### config.mk
export PLATFORM = sky130hd
export DESIGN_NAME = arq_ack_tx
export DESIGN_NICKNAME = d
export VERILOG_FILES = /design/src/rtl/otn_pkg.sv /design/src/rtl/arq_ack_tx_bit_timer.sv /design/src/rtl/arq_ack_tx.sv
export SDC_FILE = /design/constraint.sdc
export NUM_CORES = 1
export LEC_CHECK = 0
export BUFFER_PORTS_ARGS = -buffer_cell sky130_fd_sc_hd__buf_2
export CAP_MARGIN = 10
export CORE_MARGIN = 2
export CORE_UTILIZATION = 42
export CTS_BUF_LIST = sky130_fd_sc_hd__clkbuf_8
export DETAILED_ROUTE_END_ITERATION = 10
export PLACE_DENSITY = 0.72
export SYNTH_ARGS = -nofsm -noshare
export SYNTH_HDL_FRONTEND = slang
export SYNTH_SLANG_ARGS = --single-unit
export TNS_END_PERCENT = 50
### constraint.sdc
create_clock -name i_clk -period 3.1 [get_ports i_clk]
set_input_delay 0.62 -clock i_clk [delete_from_list [all_inputs] [get_ports i_clk]]
set_output_delay 0.62 -clock i_clk [all_outputs]
set_load 0.01 [all_outputs]
### src/rtl/otn_pkg.sv
// rtl/otn_pkg.sv - shared types and constants for the ARQ ack transmitter
package otn_pkg;

   typedef enum logic [1:0] {
      ST_IDLE,
      ST_START,
      ST_DATA,
      ST_STOP
   } state_e;

   localparam logic [7:0] ACK_CODE_DEF = 8'h06;
   localparam logic [7:0] NAK_CODE_DEF = 8'h15;

   // start bit + 8 data bits + stop bit
   localparam int WORD_BITS = 10;
   localparam int DATA_BITS = WORD_BITS - 2;

endpackage

### src/rtl/arq_ack_tx_bit_timer.sv
// rtl/arq_ack_tx_bit_timer.sv - bit-period counter with terminal and pre-terminal pulses
module bit_timer #(
   parameter int BIT_CYCLES = 16
) (
   input  logic i_clk,
   input  logic i_rst,
   input  logic i_clear,
   output logic o_tick,
   output logic o_pre_tick
);

   localparam int CW = $clog2(BIT_CYCLES);
   localparam logic [CW-1:0] LAST_CNT = CW'(BIT_CYCLES - 1);
   localparam logic [CW-1:0] PRE_CNT  = CW'(BIT_CYCLES - 2);

   logic [CW-1:0] cnt_q, cnt_d;

   assign o_tick = (cnt_q == LAST_CNT);
   // lets the parent register a pulse that lands exactly on the terminal cycle
   assign o_pre_tick = (cnt_q == PRE_CNT) && !i_clear;

   always_comb begin
      cnt_d = cnt_q + CW'(1);
      if (i_clear || o_tick) begin
         cnt_d = '0;
      end
   end

   always_ff @(posedge i_clk or negedge i_rst) begin
      if (!i_rst) begin
         cnt_q <= '0;
      end else begin
         cnt_q <= cnt_d;
      end
   end

endmodule

### src/rtl/arq_ack_tx.sv
// rtl/arq_ack_tx.sv - serializes one ACK/NAK word per received frame onto the ack line
module arq_ack_tx
   import otn_pkg::*;
#(
   parameter int         BIT_CYCLES = 16,
   parameter logic [7:0] ACK_CODE   = ACK_CODE_DEF,
   parameter logic [7:0] NAK_CODE   = NAK_CODE_DEF
) (
   input  logic       i_clk,
   input  logic       i_rst,
   input  logic       i_arq_en,
   input  logic       i_frame_done,
   input  logic [7:0] i_crc_calc,
   input  logic [7:0] i_crc_rx,
   output logic       o_otn_rx_ack,
   output logic       o_busy,
   output logic       o_ack_sent,
   output logic [7:0] o_nak_count,
   output logic       o_overrun
);

   localparam logic [2:0] LAST_IDX = 3'(DATA_BITS - 1);

   state_e     state_q, state_d;
   logic [2:0] idx_q, idx_d;
   logic [7:0] word_q, word_d;
   logic       pend_full_q, pend_full_d;
   logic       pend_match_q, pend_match_d;
   logic       line_q, line_d;
   logic       busy_q, busy_d;
   logic       ack_sent_q, ack_sent_d;
   logic [7:0] nak_q, nak_d;
   logic       overrun_q, overrun_d;

   logic tick, pre_tick;
   logic ev, ev_match;
   logic load, load_match, slot_taken;

   assign ev       = i_frame_done & i_arq_en;
   assign ev_match = (i_crc_calc == i_crc_rx);

   bit_timer #(
      .BIT_CYCLES(BIT_CYCLES)
   ) u_bit_timer (
      .i_clk     (i_clk),
      .i_rst     (i_rst),
      .i_clear   (state_q == ST_IDLE),
      .o_tick    (tick),
      .o_pre_tick(pre_tick)
   );

   always_comb begin
      state_d      = state_q;
      idx_d        = idx_q;
      word_d       = word_q;
      pend_full_d  = pend_full_q;
      pend_match_d = pend_match_q;
      line_d       = line_q;
      nak_d        = nak_q;
      overrun_d    = overrun_q;
      load         = 1'b0;
      load_match   = ev_match;
      slot_taken   = 1'b0;

      case (state_q)
         ST_IDLE: begin
            if (pend_full_q) begin
               load       = 1'b1;
               load_match = pend_match_q;
               slot_taken = 1'b1;
            end else if (ev) begin
               load = 1'b1;
            end
         end
         ST_START: begin
            if (tick) begin
               state_d = ST_DATA;
               idx_d   = '0;
               line_d  = word_q[0];
               word_d  = {1'b0, word_q[7:1]};
            end
         end
         ST_DATA: begin
            if (tick) begin
               if (idx_q == LAST_IDX) begin
                  state_d = ST_STOP;
                  line_d  = 1'b1;
               end else begin
                  idx_d  = idx_q + 3'd1;
                  line_d = word_q[0];
                  word_d = {1'b0, word_q[7:1]};
               end
            end
         end
         ST_STOP: begin
            if (tick) begin
               if (pend_full_q) begin
                  load       = 1'b1;
                  load_match = pend_match_q;
                  slot_taken = 1'b1;
               end else begin
                  state_d = ST_IDLE;
                  line_d  = 1'b1;
               end
            end
         end
         default: begin
            state_d = ST_IDLE;
            line_d  = 1'b1;
         end
      endcase

      if (load) begin
         state_d = ST_START;
         line_d  = 1'b0;
         word_d  = load_match ? ACK_CODE : NAK_CODE;
         if (!load_match && (nak_q != 8'hFF)) begin
            nak_d = nak_q + 8'd1;
         end
      end

      if (slot_taken) begin
         pend_full_d = 1'b0;
      end

      // an event in IDLE with an empty slot went straight to the shifter above
      if (ev && !((state_q == ST_IDLE) && !pend_full_q)) begin
         if (pend_full_q && !slot_taken) begin
            overrun_d = 1'b1;
         end else begin
            pend_full_d  = 1'b1;
            pend_match_d = ev_match;
         end
      end

      busy_d     = (state_d != ST_IDLE);
      ack_sent_d = (state_q == ST_STOP) && pre_tick;
   end

   always_ff @(posedge i_clk or negedge i_rst) begin
      if (!i_rst) begin
         state_q      <= ST_IDLE;
         idx_q        <= '0;
         word_q       <= '0;
         pend_full_q  <= 1'b0;
         pend_match_q <= 1'b0;
         line_q       <= 1'b1;
         busy_q       <= 1'b0;
         ack_sent_q   <= 1'b0;
         nak_q        <= '0;
         overrun_q    <= 1'b0;
      end else begin
         state_q      <= state_d;
         idx_q        <= idx_d;
         word_q       <= word_d;
         pend_full_q  <= pend_full_d;
         pend_match_q <= pend_match_d;
         line_q       <= line_d;
         busy_q       <= busy_d;
         ack_sent_q   <= ack_sent_d;
         nak_q        <= nak_d;
         overrun_q    <= overrun_d;
      end
   end

   assign o_otn_rx_ack = line_q;
   assign o_busy       = busy_q;
   assign o_ack_sent   = ack_sent_q;
   assign o_nak_count  = nak_q;
   assign o_overrun    = overrun_q;

endmodule

Yosys cells after proc, flatten, opt, wreduce, memory -nomap -nowiden
Cells that the tools add are included.
- bits in registers: 31
- bits of input ports: 20
- output and inout bits: 12
- logic and storage cells: 92
- add/subtract/negate cells: 3
- equal/unequal tests: 16
- multiplexer cells: 37
- bitwise logic cells: 2
- reductions and logical operators: 23
- operators with widths (kind ; count):
    2-to-1 mux 8 bit ; 4
    case mux 8 bit (2 select lines) ; 1
    2-to-1 mux 1 bit ; 15
    2-to-1 mux 2 bit ; 6
    2-to-1 mux 3 bit ; 3
    inequality test 3 x 2 -> 1 bit, second input constant ; 3
    adder 8 x 1 -> 8 bit, second input constant ; 1
    == test 4 bit, second input constant ; 2
    == test 8 bit ; 1
    inequality test 8 bit, second input constant ; 1
    AND reduction 4 bit ; 2
    logical AND 1 bit ; 6
    inequality test 3 bit, second input constant ; 2
    case mux 1 bit (2 select lines) ; 3
    case mux 2 bit (3 select lines) ; 1
    case mux 3 bit (2 select lines) ; 1
    AND reduction 2 bit ; 3
    zero test 1 bit ; 5
    2-to-1 mux 5 bit ; 1
    AND reduction 5 bit ; 1
    adder 4 x 1 -> 4 bit, second input constant ; 1
    == test 2 bit, second input constant ; 2
    2-to-1 mux 4 bit ; 1
    inequality test 2 x 1 -> 1 bit, second input constant ; 2
    other kinds (12) ; 13

Depth between registers and ports, before layout
- depth in word-level cells: 7
- depth in mapped cells: 8
- mapped depth without buffers: 7

Hierarchy
A second synthesis with hierarchy kept.
- cell total of the unflattened synthesis: 148
- area, all modules: 1590.3 um^2
- modules (own cells, without submodules) (module ; instances ; cells each ; area an instance (um^2) ; seq. area each (um^2)):
    arq_ack_tx ; 1 ; 129 ; 1386.3 ; 601.8
    bit_timer ; 1 ; 19 ; 203.9 ; 100.1

Worst setup path before layout
Ideal clock, no wire load.
- kind: register to register
- start: reg state_q[0]
- end: reg nak_q[1] (netlist: o_nak_count[1])
- library setup time: 125 ps
- arrival time: 1846 ps
- data required time: 2975 ps
- slack: 1129 ps
- cell stages (with the launch flop): 8
- buffers on the path: 0
- clock period less this slack: 1971 ps
- cells stage by stage: dfrtp_1 > inv_1 > ha_1 > nand2b_1 > o22a_4 > a41oi_4 > nand2_4 > mux2_4
- word-level cells in the longest chain between the ends: 5
- elaborated cells on any way between the ends: 7
- classes of those cells: eq/ne (1); mux (2); reduce/logical (4)
- RTL lines (what ; RTL line ; text):
    start, declared ; arq_ack_tx.sv:24 ; state_e state_q, state_d;
    start signal, assigned ; arq_ack_tx.sv:153 ; state_q <= state_d;
    == test 2 bit / zero test 2 bit (equally long branches) ; arq_ack_tx.sv:65 ; case (state_q)
    case mux 1 bit (2 select lines) ; arq_ack_tx.sv:65 ;
    zero test 1 bit ; arq_ack_tx.sv:117 ; if (!load_match && (nak_q != 8'hFF)) begin
    logical AND 1 bit ; arq_ack_tx.sv:117 ;
    AND reduction 2 bit (no line) * ; -- ;
    end signal, assigned ; arq_ack_tx.sv:161 ; nak_q <= nak_d;
    end, declared ; arq_ack_tx.sv:32 ; logic [7:0] nak_q, nak_d;
Every way passes the cells marked *; elsewhere a longest branch is shown, timed or not.
A chain may end at the register's enable or synchronous reset.

Worst setup path after layout
- start: reg state_q[1]
- end: reg nak_q[1] (netlist: o_nak_count[1])
Same word-level chain as after synthesis.

==> run summary <==
Outcome = complete, no violations
Footprint of the multi-input gates = 893 um2
Number of nets in the finished design = 223
Total routing usage reported by global routing = 14.9%
Top delay family on crit path = compound AO/OA/AOI/OAI gates
Internal power of the cells = 554 uW
Stage delay of the slowest cell on the critical path = 430 ps
Worst Hold Margin = 346 ps
Global-route met3 utilization = 2.36%
Area growth from synthesis to layout = 14.7%
Clock tree from TritonCTS = yes
Pre-Repair DR Iteration Count = 4
Final Instance Count excl. Fillers = 240
Clock share of power = 42.2%
Post-route setup TNS = 0 ps
CTS H-tree lvls = 1
Max Root-Sink Buffers = 2
Gate count of the mapped netlist = 162
Port Buf Inserts = 31
Combinational Power Share = 4.8%
Switch Pwr = 135 uW
Most crowded layer after global routing = met2
Vias in the first global route = 1,158
Post-Place Worst Slack = 910 ps
Number of remaining DRC errors = 0
Core area = 0.00374 mm2
Type of the most critical hold path = input port to asynchronous set/reset pin
GRT met2 Usage = 26.3%
Post-detailed-placement half-perimeter wirelength = 2290 um
Area share of the leading cell type in the synthesized netlist = 40.6%
Switching part of the total = 19.5%
Achievable clock frequency = 0.453 GHz
Crit Path Category = flop to flop
Power density over the cells = 361 mW/mm2
Endpoint kind of the worst setup timing path = flop
DR vias = 1,253
Yosys warns = 0
Io pins = 32
Wire length per cell = 12.4 um
Signal arrival time at the worst endpoint = 2380 ps
Number of setup buffers added after CTS = 0
Post-synthesis instance area = 0.00166 mm2
Leakage power summed over all cells = 0.000869 uW
M1 GR Usage = 19.5%
List of cells traversed by the critical path = inv_1, ha_1, nand2b_1, o22a_4, a41oi_4, nand2_4, mux2_4
DIE HEIGHT = 66.9 um
Share of the yosys chip area belonging to registers = 42.2%
Final number of setup-violating endpoints = 0
Clock period minus worst slack = 2210 ps
Site row count = 22
Levels on crit path = 7
First-pass GRT wire length = 5150 um
Clk pin slew, worst setup/hold paths = 100 ps
Synth async-reset ratio = 100%
Worst-margin pin slew = 618 ps
N_diodes = 0
Number of clock buffers inserted by TritonCTS = 3
Post-synth EDFFs = 0
Count of hold buffers inserted by post-cts repair = 0
Clock latency at the later pin of the worst-skew pair = 280 ps
Number of buffer and inverter stages on the critical path = 1
Most numerous cell in the Yosys netlist = sky130_fd_sc_hd__dfrtp_1
Filler cells = 367
Largest net degree at the start of global routing = 29
Mean number of vias per cell = 5.22
Prevailing post-synth register cell = sky130_fd_sc_hd__dfrtp_1
Placed cells = 236
Clock Sinks = 28
CTS root buf = sky130_fd_sc_hd__clkbuf_8
Number of nets in the synthesized netlist = 192
Fin crit share = 71.2%
Initial antenna violation count = 0
Iteration-0 DRC count of the detailed router = 52
Maximum fanout count along the critical path = 10
Register area = 702 um2
Final hold violations = 0
Reported max-cap violation count = 0
Unrepaired setup endpoints after global routing = false
Final wirelength = 2970 um
Antenna Violating Nets Remaining = 0
Residual overflow from global routing = 0
Effective utilization at floorplan = 44.5%
Post-synthesis area per instance = 10.3 um2
Dominant cells by area after synthesis = sky130_fd_sc_hd__dfrtp_1, sky130_fd_sc_hd__xnor2_1, sky130_fd_sc_hd__ha_1
Floorplan die width = 66.9 um
Flop and latch count out of synthesis = 28
Post-synthesis cell type with the largest combined area = sky130_fd_sc_hd__dfrtp_1
Final count of pins violating max slew = 0
Crit-path slowest cell = sky130_fd_sc_hd__dfrtp_1
Library cells used by synthesis = 36
Type of element launching the critical path = flop
Portion of total power attributed to sequential cells = 53.0%
Worst supply voltage drop on vdd = 218 uV
Full die area = 0.00448 mm2
Final critical-path setup slack = 894 ps
Placer Congestion = 0.702
Number of resized instances in the post-cts repair step = 0
Slew HR = 58.8%
Fin Clk Skew = 4.74 ps
Data required time at the worst endpoint = 3270 ps
Most common library cells after synthesis = sky130_fd_sc_hd__dfrtp_1, sky130_fd_sc_hd__xnor2_1, sky130_fd_sc_hd__nor2_1, sky130_fd_sc_hd__nand2_1, sky130_fd_sc_hd__ha_1
Share of final-layout standard cells stronger than drive strength 1 = 22.9%
R2R cell count = 7
-- state kept, by name, indices dropped and copies added (netlist names) --
register	flops
pend_full_q	1
o_nak_count	8
state_q	2
word_q	5
o_busy	1
u_bit_timer.cnt_q	4
o_ack_sent	1
o_overrun	1
o_otn_rx_ack	1
pend_match_q	1
idx_q	3
-- worst register-to-register path, delay by kind of cell, from the launching register on --
family	cells	cell delay, ps
AO/OA/AOI/OAI	2	590
adder cells (fa/ha/maj)	1	420
buffers and inverters	1	140
flip-flops	1	430
multiplexers	1	300
AND/OR/NAND/NOR	2	240
-- per-layer routing --
layer,part of all wire (%),vias to the layer above
met5,0,-
met4,0.54,0
met3,5.0,2
met2,48,36
met1,46,580
li1,-,635
-- power by group through the flow --
stage / combinational, uW / clock [uW] / sequential [uW]
finish: 33.0 / 291 / 365
detailed placement: 34.3 / 0 / 372
global placement: 33.9 / 0 / 372
CTS: 34.4 / 297 / 365
floorplan: 11.1 / 0 / 372
global route: 37.6 / 311 / 365
-- cell type report --
| class | count | share of cell area (%) |
|---|---|---|
| multi-input cells | 122 | 46.8 |
| flip-flops and latches | 28 | 36.8 |
| repair buffers | 31 | 8.13 |
| well taps | 48 | 3.15 |
| clock buffers | 3 | 2.16 |
| clock inverters | 1 | 1.57 |
| inverters | 7 | 1.38 |
-- through the flow --
stage / power (uW) / cell area, um2 / utilization (%)
floorplan: 383 / 1660 / -
global placement: 406 / 1840 / 49.1
detailed placement: 407 / 1840 / 49.1
CTS: 696 / 1910 / 51.0
global route: 713 / 1910 / 51.0
finish: 689 / 1910 / 51.0
-- placed cells by master, fill, tap and decap left out, types with 2 or more instances in the layout --
| cell type | instances |
|---|---|
| sky130_fd_sc_hd__o22ai_1 | 2 |
| sky130_fd_sc_hd__buf_2 | 31 |
| sky130_fd_sc_hd__a21oi_1 | 8 |
| sky130_fd_sc_hd__nand2b_1 | 5 |
| sky130_fd_sc_hd__o21ai_0 | 5 |
| sky130_fd_sc_hd__dfrtp_1 | 27 |
| sky130_fd_sc_hd__a2bb2oi_1 | 2 |
| sky130_fd_sc_hd__nand3_1 | 7 |
| sky130_fd_sc_hd__mux2_2 | 2 |
| sky130_fd_sc_hd__nand4_1 | 4 |
| sky130_fd_sc_hd__a22o_1 | 3 |
| sky130_fd_sc_hd__clkbuf_8 | 3 |
| sky130_fd_sc_hd__ha_1 | 10 |
| sky130_fd_sc_hd__nor3_1 | 7 |
| sky130_fd_sc_hd__nand2_1 | 12 |
| sky130_fd_sc_hd__a31oi_1 | 3 |
| sky130_fd_sc_hd__xnor2_1 | 15 |
| sky130_fd_sc_hd__nor2_1 | 14 |
| sky130_fd_sc_hd__inv_1 | 7 |
| sky130_fd_sc_hd__and3_1 | 4 |
| sky130_fd_sc_hd__mux2i_1 | 6 |
-- path summary, 6_finish.rpt --
check / from / endpoint / slack [ps]
setup / recovery: state_q[1]$_DFF_PN0_ / o_nak_count[1]$_DFFE_PN0P_ / 890
hold / removal: i_rst / o_busy$_DFF_PN0_ / 350
setup reg to reg: state_q[1]$_DFF_PN0_ / o_nak_count[1]$_DFFE_PN0P_ / 890
hold reg to reg: o_overrun$_DFFE_PN0P_ / o_overrun$_DFFE_PN0P_ / 470
max in group asynchronous: i_rst / state_q[0]$_DFF_PN0_ / 2350
min in group i_clk: o_overrun$_DFFE_PN0P_ / o_overrun$_DFFE_PN0P_ / 470
-- kinds of logic after synthesis --
family | after synthesis | share of synthesized area [%]
xor+xnor | 15 | 7.89
fa+ha+maj | 10 | 7.52
mux | 9 | 5.86
simple gates | 56 | 16.5
compound gates | 32 | 15.9
buf+inv | 12 | 4.13
flops | 28 | 42.2
Power figures use the tool's default switching activity.
